==> src/rtl/id_stage_pipe_pkg.sv <==
// id_stage_pipe_pkg
// Shared constants and types for the decode stage: memory-type codes,
// opcode and ALU-op encodings, result-select codes, instruction field
// positions, the decoded-control struct and the decode helper.
package id_stage_pipe_pkg;

  // Memory-type field values
  localparam logic [3:0] MEM_SREG = 4'h1;
  localparam logic [3:0] MEM_DREG = 4'h2;

  // Opcodes as they appear in the instruction word
  localparam logic [7:0] EXE_AND = 8'h0C;
  localparam logic [7:0] EXE_OR  = 8'h0D;
  localparam logic [7:0] EXE_XOR = 8'h0E;
  localparam logic [7:0] EXE_NOR = 8'h0F;

  // ALU operation codes handed to EX
  localparam logic [7:0] EXE_AND_OP = 8'h24;
  localparam logic [7:0] EXE_OR_OP  = 8'h25;
  localparam logic [7:0] EXE_XOR_OP = 8'h26;
  localparam logic [7:0] EXE_NOR_OP = 8'h27;
  localparam logic [7:0] EXE_NOP_OP = 8'h00;

  // Result select
  typedef enum logic [2:0] {
    EXE_RES_NOP   = 3'b000,
    EXE_RES_LOGIC = 3'b001
  } alusel_e;

  // Instruction field positions
  localparam int MEM_HI = 63;
  localparam int MEM_LO = 60;
  localparam int OP_HI  = 59;
  localparam int OP_LO  = 52;
  localparam int WD_HI  = 51;
  localparam int WD_LO  = 47;
  localparam int RS1_HI = 46;
  localparam int RS1_LO = 42;
  localparam int RS2_HI = 41;
  localparam int RS2_LO = 37;
  localparam int IMM_HI = 41;
  localparam int IMM_LO = 10;

  // Decoded control for one instruction
  typedef struct packed {
    logic [7:0] aluop;
    alusel_e    alusel;
    logic       wreg;
    logic       rd1_en;
    logic       rd2_en;
    logic       use_imm;
    logic       illegal;
  } id_ctrl_t;

  // Anything that is not a logic op in SREG/DREG form decodes to a NOP
  // with no register reads and is flagged illegal.
  function automatic id_ctrl_t decode_ctrl(input logic [3:0] mem, input logic [7:0] op);
    id_ctrl_t c;
    logic     op_ok;
    c.aluop   = EXE_NOP_OP;
    c.alusel  = EXE_RES_NOP;
    c.wreg    = 1'b0;
    c.rd1_en  = 1'b0;
    c.rd2_en  = 1'b0;
    c.use_imm = 1'b0;
    c.illegal = 1'b1;
    op_ok     = 1'b1;
    case (op)
      EXE_AND: c.aluop = EXE_AND_OP;
      EXE_OR:  c.aluop = EXE_OR_OP;
      EXE_XOR: c.aluop = EXE_XOR_OP;
      EXE_NOR: c.aluop = EXE_NOR_OP;
      default: op_ok = 1'b0;
    endcase
    if (op_ok && (mem == MEM_SREG || mem == MEM_DREG)) begin
      c.alusel  = EXE_RES_LOGIC;
      c.wreg    = 1'b1;
      c.rd1_en  = 1'b1;
      c.rd2_en  = (mem == MEM_DREG);
      c.use_imm = (mem == MEM_SREG);
      c.illegal = 1'b0;
    end else begin
      c.aluop = EXE_NOP_OP;
    end
    return c;
  endfunction

endpackage

==> src/rtl/id_fwd_mux.sv <==
// id_fwd_mux
// Operand source select for one register read port.
// Ports:
//   addr, rd_en         - source register address and read enable
//   rf_data             - regfile read data for addr
//   ex_wreg/ex_wd/ex_wdata    - EX-stage result bypass
//   mem_wreg/mem_wd/mem_wdata - MEM-stage result bypass
//   alt                 - value used when the port is not read
//   operand             - selected operand
module id_fwd_mux #(
  parameter int DATA_W = 32,
  parameter int REG_AW = 5
) (
  input  logic [REG_AW-1:0] addr,
  input  logic              rd_en,
  input  logic [DATA_W-1:0] rf_data,
  input  logic              ex_wreg,
  input  logic [REG_AW-1:0] ex_wd,
  input  logic [DATA_W-1:0] ex_wdata,
  input  logic              mem_wreg,
  input  logic [REG_AW-1:0] mem_wd,
  input  logic [DATA_W-1:0] mem_wdata,
  input  logic [DATA_W-1:0] alt,
  output logic [DATA_W-1:0] operand
);
  import id_stage_pipe_pkg::*;

  // r0 is hard zero and must never pick up a bypassed value; EX is the
  // younger result, so it wins over MEM.
  always_comb begin
    operand = alt;
    if (rd_en) begin
      if (addr == '0)
        operand = '0;
      else if (ex_wreg && (ex_wd == addr))
        operand = ex_wdata;
      else if (mem_wreg && (mem_wd == addr))
        operand = mem_wdata;
      else
        operand = rf_data;
    end
  end

endmodule

==> src/rtl/id_stage_pipe.sv <==
// id_stage_pipe
// Decode stage for the 64-bit instruction format with a registered ID/EX
// pipeline register. Decodes, reads and forwards operands, detects
// load-use hazards and inserts a single bubble toward EX.
// Ports:
//   clk, rst                 - clock, synchronous active-high reset
//   valid_i, ready_o         - handshake with the IF/ID register
//   pc_i, inst_i             - incoming instruction
//   reg{1,2}_read_o/addr_o   - regfile read ports
//   reg{1,2}_data_i          - regfile read data (same cycle)
//   ex_* / mem_*             - bypass and load information from EX and MEM
//   ex_ready_i, flush_i      - EX back-pressure, pipeline kill
//   valid_o ... wreg_o       - ID/EX register contents
//   stall_req_o              - load-use stall indicator
// Build option: define ID_ILLEGAL_EXC_EN to add the registered illegal_o
// output flagging accepted instructions that failed to decode.
module id_stage_pipe #(
  parameter int DATA_W   = 32,
  parameter int REG_AW   = 5,
  parameter int IMM_SEXT = 0
) (
  input  logic              clk,
  input  logic              rst,
  input  logic              valid_i,
  output logic              ready_o,
  input  logic [31:0]       pc_i,
  input  logic [63:0]       inst_i,
  output logic              reg1_read_o,
  output logic              reg2_read_o,
  output logic [REG_AW-1:0] reg1_addr_o,
  output logic [REG_AW-1:0] reg2_addr_o,
  input  logic [DATA_W-1:0] reg1_data_i,
  input  logic [DATA_W-1:0] reg2_data_i,
  input  logic              ex_wreg_i,
  input  logic              ex_is_load_i,
  input  logic [REG_AW-1:0] ex_wd_i,
  input  logic [DATA_W-1:0] ex_wdata_i,
  input  logic              mem_wreg_i,
  input  logic [REG_AW-1:0] mem_wd_i,
  input  logic [DATA_W-1:0] mem_wdata_i,
  input  logic              ex_ready_i,
  input  logic              flush_i,
  output logic              valid_o,
  output logic [31:0]       pc_o,
  output logic [7:0]        aluop_o,
  output logic [2:0]        alusel_o,
  output logic [DATA_W-1:0] reg1_o,
  output logic [DATA_W-1:0] reg2_o,
  output logic [REG_AW-1:0] wd_o,
  output logic              wreg_o,
  output logic              stall_req_o
`ifdef ID_ILLEGAL_EXC_EN
  ,
  output logic              illegal_o
`endif
);
  import id_stage_pipe_pkg::*;

  id_ctrl_t          ctrl;
  logic [REG_AW-1:0] rs1_addr;
  logic [REG_AW-1:0] rs2_addr;
  logic [REG_AW-1:0] wd_addr;
  logic [31:0]       imm_raw;
  logic [DATA_W-1:0] imm_ext;
  logic [DATA_W-1:0] operand1;
  logic [DATA_W-1:0] operand2;
  logic [DATA_W-1:0] alt2;
  logic              load_use;
  logic              advance;
  logic              unused_bits;

  assign ctrl = decode_ctrl(inst_i[MEM_HI:MEM_LO], inst_i[OP_HI:OP_LO]);

  // Register fields stay 5 bits wide in the encoding; wider address
  // buses are zero-padded by the cast.
  assign rs1_addr = REG_AW'(inst_i[RS1_HI:RS1_LO]);
  assign rs2_addr = REG_AW'(inst_i[RS2_HI:RS2_LO]);
  assign wd_addr  = REG_AW'(inst_i[WD_HI:WD_LO]);
  assign imm_raw  = inst_i[IMM_HI:IMM_LO];

  generate
    if (DATA_W > 32) begin : g_imm_wide
      assign imm_ext = (IMM_SEXT != 0) ? {{(DATA_W-32){imm_raw[31]}}, imm_raw}
                                       : {{(DATA_W-32){1'b0}}, imm_raw};
    end else begin : g_imm_narrow
      assign imm_ext = imm_raw[DATA_W-1:0];
    end
  endgenerate

  // Low instruction bits carry no field, and narrow datapaths drop the
  // top of the immediate.
  assign unused_bits = ^{inst_i[IMM_LO-1:0], imm_raw};

  assign reg1_read_o = ctrl.rd1_en;
  assign reg2_read_o = ctrl.rd2_en;
  assign reg1_addr_o = rs1_addr;
  assign reg2_addr_o = rs2_addr;

  assign alt2 = ctrl.use_imm ? imm_ext : '0;

  id_fwd_mux #(.DATA_W(DATA_W), .REG_AW(REG_AW)) u_fwd1 (
    .addr      (rs1_addr),
    .rd_en     (ctrl.rd1_en),
    .rf_data   (reg1_data_i),
    .ex_wreg   (ex_wreg_i),
    .ex_wd     (ex_wd_i),
    .ex_wdata  (ex_wdata_i),
    .mem_wreg  (mem_wreg_i),
    .mem_wd    (mem_wd_i),
    .mem_wdata (mem_wdata_i),
    .alt       ('0),
    .operand   (operand1)
  );

  id_fwd_mux #(.DATA_W(DATA_W), .REG_AW(REG_AW)) u_fwd2 (
    .addr      (rs2_addr),
    .rd_en     (ctrl.rd2_en),
    .rf_data   (reg2_data_i),
    .ex_wreg   (ex_wreg_i),
    .ex_wd     (ex_wd_i),
    .ex_wdata  (ex_wdata_i),
    .mem_wreg  (mem_wreg_i),
    .mem_wd    (mem_wd_i),
    .mem_wdata (mem_wdata_i),
    .alt       (alt2),
    .operand   (operand2)
  );

  // A load in EX cannot forward its data yet; one bubble lets it reach
  // MEM, from where the normal MEM bypass supplies the value.
  assign load_use = valid_i && ex_is_load_i && ex_wreg_i && (ex_wd_i != '0) &&
                    ((ctrl.rd1_en && (ex_wd_i == rs1_addr)) ||
                     (ctrl.rd2_en && (ex_wd_i == rs2_addr)));

  assign stall_req_o = load_use;
  assign advance     = !valid_o || ex_ready_i;
  assign ready_o     = advance && !load_use && !flush_i;

  // wreg_o is qualified with valid_i so a write enable never travels
  // with an empty slot.
  always_ff @(posedge clk) begin
    if (rst) begin
      valid_o  <= 1'b0;
      pc_o     <= '0;
      aluop_o  <= EXE_NOP_OP;
      alusel_o <= EXE_RES_NOP;
      reg1_o   <= '0;
      reg2_o   <= '0;
      wd_o     <= '0;
      wreg_o   <= 1'b0;
`ifdef ID_ILLEGAL_EXC_EN
      illegal_o <= 1'b0;
`endif
    end else if (flush_i) begin
      valid_o <= 1'b0;
      wreg_o  <= 1'b0;
`ifdef ID_ILLEGAL_EXC_EN
      illegal_o <= 1'b0;
`endif
    end else if (advance && load_use) begin
      valid_o  <= 1'b0;
      wreg_o   <= 1'b0;
      aluop_o  <= EXE_NOP_OP;
      alusel_o <= EXE_RES_NOP;
`ifdef ID_ILLEGAL_EXC_EN
      illegal_o <= 1'b0;
`endif
    end else if (advance) begin
      valid_o  <= valid_i;
      pc_o     <= pc_i;
      aluop_o  <= ctrl.aluop;
      alusel_o <= ctrl.alusel;
      reg1_o   <= operand1;
      reg2_o   <= operand2;
      wd_o     <= wd_addr;
      wreg_o   <= valid_i && ctrl.wreg;
`ifdef ID_ILLEGAL_EXC_EN
      illegal_o <= valid_i && ctrl.illegal;
`endif
    end
  end

endmodule

==> config.mk <==
export PLATFORM = sky130hd
export DESIGN_NAME = id_stage_pipe
export DESIGN_NICKNAME = d
export VERILOG_FILES = /design/src/rtl/id_stage_pipe_pkg.sv /design/src/rtl/id_fwd_mux.sv /design/src/rtl/id_stage_pipe.sv
export SDC_FILE = /design/constraint.sdc
export NUM_CORES = 1
export LEC_CHECK = 0
export BUFFER_PORTS_ARGS = -buffer_cell sky130_fd_sc_hd__buf_2
export CAP_MARGIN = 25
export CORE_AREA = 5 5 140 195
export CTS_CLUSTER_SIZE = 16
export DETAILED_ROUTE_END_ITERATION = 8
export DIE_AREA = 0 0 145 200
export GPL_ROUTABILITY_DRIVEN = 0
export PLACE_DENSITY = 0.48
export SLEW_MARGIN = 5
export SYNTH_ARGS = -nofsm -noshare
export SYNTH_HDL_FRONTEND = slang
export SYNTH_SLANG_ARGS = --single-unit
export TNS_END_PERCENT = 30
==> constraint.sdc <==
create_clock -name clk -period 3 [get_ports clk]
set_input_delay 0.6 -clock clk [delete_from_list [all_inputs] [get_ports clk]]
set_output_delay 0.6 -clock clk [all_outputs]
set_load 0.005 [all_outputs]
* Word-level counts from Yosys, hierarchy flattened
Cells that the tools add are included.
Widths: inputs -> output; s select.
** Word-level totals
- Register bits :: 114
- Input port bits :: 242
- Output and inout port bits :: 128
** Cells by class
- Equality and inequality tests :: 10
- Multiplexer cells :: 17
- Bitwise operators :: 2
- Reduce and logical (&&, ||, !) cells :: 29
** Operator list (count)
- $mux 32 :: 9
- $eq 8x4->1 const B :: 4
- $mux 8 :: 3
- $pmux 6 s4 :: 1
- $eq 5x5->1 :: 4
- $logic_and 1x1->1 :: 15
- $logic_not 5->1 :: 2
- $mux 3 :: 2
- $mux 6 :: 1
- $reduce_bool 5->1 :: 1
- $eq 4x1->1 const B :: 1
- $eq 4x2->1 const B :: 1
- $reduce_or 4->1 :: 1
- $logic_not 1->1 :: 3
- $logic_or 1x1->1 :: 3
- $reduce_and 3->1 :: 1
- $reduce_or 3->1 :: 1
- $not 1->1 :: 2
- $reduce_and 2->1 :: 1
- $reduce_bool 2->1 :: 1
- $mux 1 :: 1

* Logic depth before layout (Yosys ltp)
- Depth after elaboration :: 11
- Mapped depth :: 9
- Mapped depth without buffers :: 7

* By module
From an unflattened synthesis, not the netlist that was laid out.
** Second synthesis, totals
- Cell total of the unflattened synthesis :: 1138
- Area total of the unflattened synthesis :: 8986.1 um2
** By module, submodules not included
- id_stage_pipe :: times used 1, cells an instance 820, area an instance 6776.5 um2, sequential area each 2142.1 um2
- id_fwd_mux :: times used 2, cells an instance 159, area an instance 1104.8 um2, sequential area each 0.0 um2

* Worst setup path before layout
Ideal clock, no wire load.
- Path type :: input -> output
- From :: input inst_i[57]
- To :: output stall_req_o
- Arrival :: 1.958 ns
- Setup slack :: 0.442 ns
- Stages :: 7
- Buffers on the path :: 2
- Cells stage by stage :: nor4_2 nand3_1 nor4_2 o211ai_2 inv_2 buf_2 buf_2
** Between the ends
- Longest elaborated chain between the ends :: 8
** Ends and longest elaborated chain
- from (decl) :: RTL line id_stage_pipe.sv:27 : input logic [63:0] inst_i,
- $eq 8x4->1 :: RTL line id_stage_pipe_pkg.sv:68 : case (op)
- $reduce_or 4->1 (no line) (*)
- $mux 1 (*) :: RTL line id_stage_pipe_pkg.sv:68
- $logic_and 1x1->1 (*) :: RTL line id_stage_pipe_pkg.sv:75 : if (op_ok && (mem == MEM_SREG || mem == MEM_DREG)) begin
- $mux 6 (*) :: RTL line id_stage_pipe_pkg.sv:75
- $logic_and 1x1->1 (on tied branches) :: RTL line id_stage_pipe.sv:132, id_stage_pipe.sv:133
- $logic_or 1x1->1 (*) :: RTL line id_stage_pipe.sv:132 : ((ctrl.rd1_en && (ex_wd_i == rs1_addr)) ||
- $logic_and 1x1->1 (*) :: RTL line id_stage_pipe.sv:131 : assign load_use = valid_i && ex_is_load_i && ex_wreg_i && (ex_wd_i != '0) &&
- to (decl) :: RTL line id_stage_pipe.sv:51 : output logic stall_req_o
Every way passes the cells marked *; elsewhere a longest branch is shown, timed or not.

* Worst setup path in the final report
Ends and elaborated chain as after synthesis.

==> results_dict.tcl <==
set metrics [dict create \
    drive_gt1_frac 0.366 \
    start_util 0.246 \
    fin_worst_skew_ps 7.12 \
    core-area_sq_um 25300 \
    worstHoldPathType "register to register" \
    slowest_stage "nor4_2" \
    cts_setup_buffers 0 \
    rsz0062_at_grt "no" \
    hpwl_um 23400 \
    final-hold-violation-count 0 \
    cts.sink_count 107 \
    yosysTopAreaCellShare 0.345 \
    syn_area_per_cell_sq_um 7.64 \
    wirelength_um 31100 \
    pwr-share-comb 0.164 \
    worstPathMaxFanout 11 \
    synth_seq_area_share 0.345 \
    p_leak_nw 3.68 \
    status "complete, no violations" \
    maxSlewHeadroom 0.514 \
    grt_pass1_wl_um 45700 \
    ant_nets 0 \
    ctsHoldBuffers 0 \
    grt_usage 0.205 \
    net-switching-power_mw 0.903 \
    fin_crit_ps 2760 \
    async_flop_share 0 \
    timing.max_cap.violations 0 \
    drt-initial-drc-count 328 \
    vdd_drop_max_mv 0.259 \
    crit_path_start_kind "input pin" \
    min_period_over_period 0.918 \
    seqPwrFrac 0.442 \
    h-tree-depth 3 \
    root_buffer "clkbuf_16" \
    cts_resized 0 \
    fin_nets 1348 \
    grt_max_degree 78 \
    avgRoutedWirePerCell_um 21.7 \
    syn_area_sq_um 6210 \
    die_area_sq_um 29000 \
    die_h_um 200 \
    dieWidth_um 145 \
    vias_per_cell 5.02 \
    rows 69 \
    synth_cell_types 42 \
    cp.required_ps 2400 \
    drv_slew 0 \
    synth_edf_count 0 \
    powerDensity_nw_per_um2 396 \
    fin_tns_setup_ps 0 \
    drcViolationCount 0 \
    clk_latency_ps 360 \
    cts_buffers 9 \
    grt_overflow_total 0 \
    crit_arrival_ps 2160 \
    crit_path_max_incr_delay_ps 430 \
    grt_pass1_vias 7365 \
    intPower_mw 2.48 \
    power_frac_clock 0.395 \
    nFillCells 2832 \
    synthTopCellsByArea "dfxtp_1, o21ai_0, a21oi_1" \
    portBuffers 353 \
    power_mw 3.39 \
    synth_cells 813 \
    cts_tree "built" \
    cp-end-kind "output port" \
    ys_ff_latch 107 \
    fmax_mhz 363 \
    critical_path_class "input pin to output port" \
    cts.reportedPaths.clkPinSlew_ps 70 \
    synth_top_cell_by_area "dfxtp_1" \
    path_cells "buf_2, nor4_2, nand3_1, nor4_2, o211ai_4, inv_2, buf_12, buf_2" \
    swShare 0.267 \
    first_pass_iters 5 \
    pin_count 370 \
    antenna_found_initial 3 \
    synth_warnings 0 \
    via_count 7186 \
    synth_ff_type "dfxtp_1" \
    area_growth_pct 37.7 \
    clockBufferDepth 2 \
    tightest_slew_ps 729 \
    setup_viol 0 \
]
[worst max-delay path: cells and delay by family]
family | cells | cell delay (ps)
compound gates | 1 | 130
buf+inv | 4 | 470
simple gates | 3 | 960
[cell type report]
| class | count | area, sq um | area share |
|---|---|---|---|
| clock inverter | 4 | 73.8 | 0.00863 |
| antenna | 1 | 2.50 | 0.000293 |
| multi-input combinational | 611 | 3620 | 0.424 |
| clock buffer | 12 | 246 | 0.0288 |
| tap | 319 | 399 | 0.0467 |
| timing repair buffer | 376 | 2060 | 0.241 |
| sequential | 107 | 2140 | 0.250 |
| inverter | 1 | 3.75 | 0.000439 |
[cell usage in the layout (no fill, tap or decap), types with 2 or more instances in the layout]
cell,Yosys,routed
a211o_1,32,32
a21o_1,29,29
a21oi_1,105,105
a311oi_1,32,32
a31o_2,3,3
and2_1,2,2
and3_1,3,2
buf_12,3,8
buf_2,12,352
buf_4,17,15
bufinv_16,0,2
clkbuf_1,57,2
clkbuf_16,0,9
conb_1,1,6
dfxtp_1,107,107
mux2i_1,32,32
nand2_1,79,79
nand2b_1,3,2
nand3_1,41,41
nand4_1,2,2
nor2_1,38,35
nor2_4,0,2
nor2b_1,32,32
nor3_1,4,4
nor3b_2,1,2
nor4_2,2,2
o21ai_0,129,129
o21ai_1,3,2
or4_1,2,2
xnor2_1,14,14
xor2_1,7,7
[per-layer routing]
metal	GRT usage	wire, um	up-vias
met5	0	27	-
met4	0.0848	1060	4
met3	0.0558	2030	44
met2	0.373	16000	277
met1	0.225	11900	3373
li1	-	-	3488
[metrics by stage]
stage	std cells	worst slack [ps]	hold slack [ps]	cell area (sq um)	utilization
CTS	1430	228	451	8550	0.338
finish	1431	245	450	8550	0.338
floorplan	818	442	448	6230	-
detailed placement	1414	218	442	8230	0.325
global route	1430	145	473	8550	0.338
global placement	1413	219	445	8200	0.324
[registers in the layout, summed over array words and instances (netlist names)]
name / cells
aluop_o: 3
valid_o: 1
wreg_o: 1
reg1_o: 32
reg2_o: 32
wd_o: 5
alusel_o: 1
pc_o: 32
[synthesized netlist by cell type (7+ instances only)]
cell type	count
buf_4	17
a21oi_1	105
nor2_1	38
mux2i_1	32
buf_2	12
nand3_1	41
xor2_1	7
a211o_1	32
xnor2_1	14
a311oi_1	32
nand2_1	79
clkbuf_1	57
nor2b_1	32
a21o_1	29
dfxtp_1	107
o21ai_0	129
[final timing paths]
| check | from | to | slack [ps] | cells past startpoint |
|---|---|---|---|---|
| worst min-delay path | aluop_o[1]$_SDFFE_PP0P_ | aluop_o[1]$_SDFFE_PP0P_ | 450 | 2 |
| worst min register to register | aluop_o[1]$_SDFFE_PP0P_ | aluop_o[1]$_SDFFE_PP0P_ | 450 | 2 |
| worst max-delay path | inst_i[57] | stall_req_o | 240 | 8 |
| worst max register to register | valid_o$_SDFFE_PP0N_ | pc_o[14]$_SDFFE_PP0P_ | 1200 | 6 |
[kinds of logic (layout without fill, tap and decap cells)]
| kind of cell | count (synthesis) | after routing | share of synthesized area |
|---|---|---|---|
| compound gates | 337 | 337 | 0.326 |
| simple gates | 215 | 215 | 0.165 |
| flops | 107 | 107 | 0.345 |
| buf+inv | 100 | 393 | 0.0828 |
| mux | 32 | 32 | 0.0516 |
| xor+xnor | 21 | 21 | 0.0296 |
| other cells | 1 | 7 | 0.000604 |
[power groups by stage]
stage / logic, mW / clock network [mW] / registers (mW)
3_5_place_dp: 0.559 / 0 / 1.53
3_3_place_gp: 0.558 / 0 / 1.53
5_1_grt: 0.611 / 1.44 / 1.50
4_1_cts: 0.561 / 1.40 / 1.50
2_1_floorplan: 0.232 / 0 / 1.53
6_report: 0.554 / 1.34 / 1.50
Power figures use the tool's default switching activity.
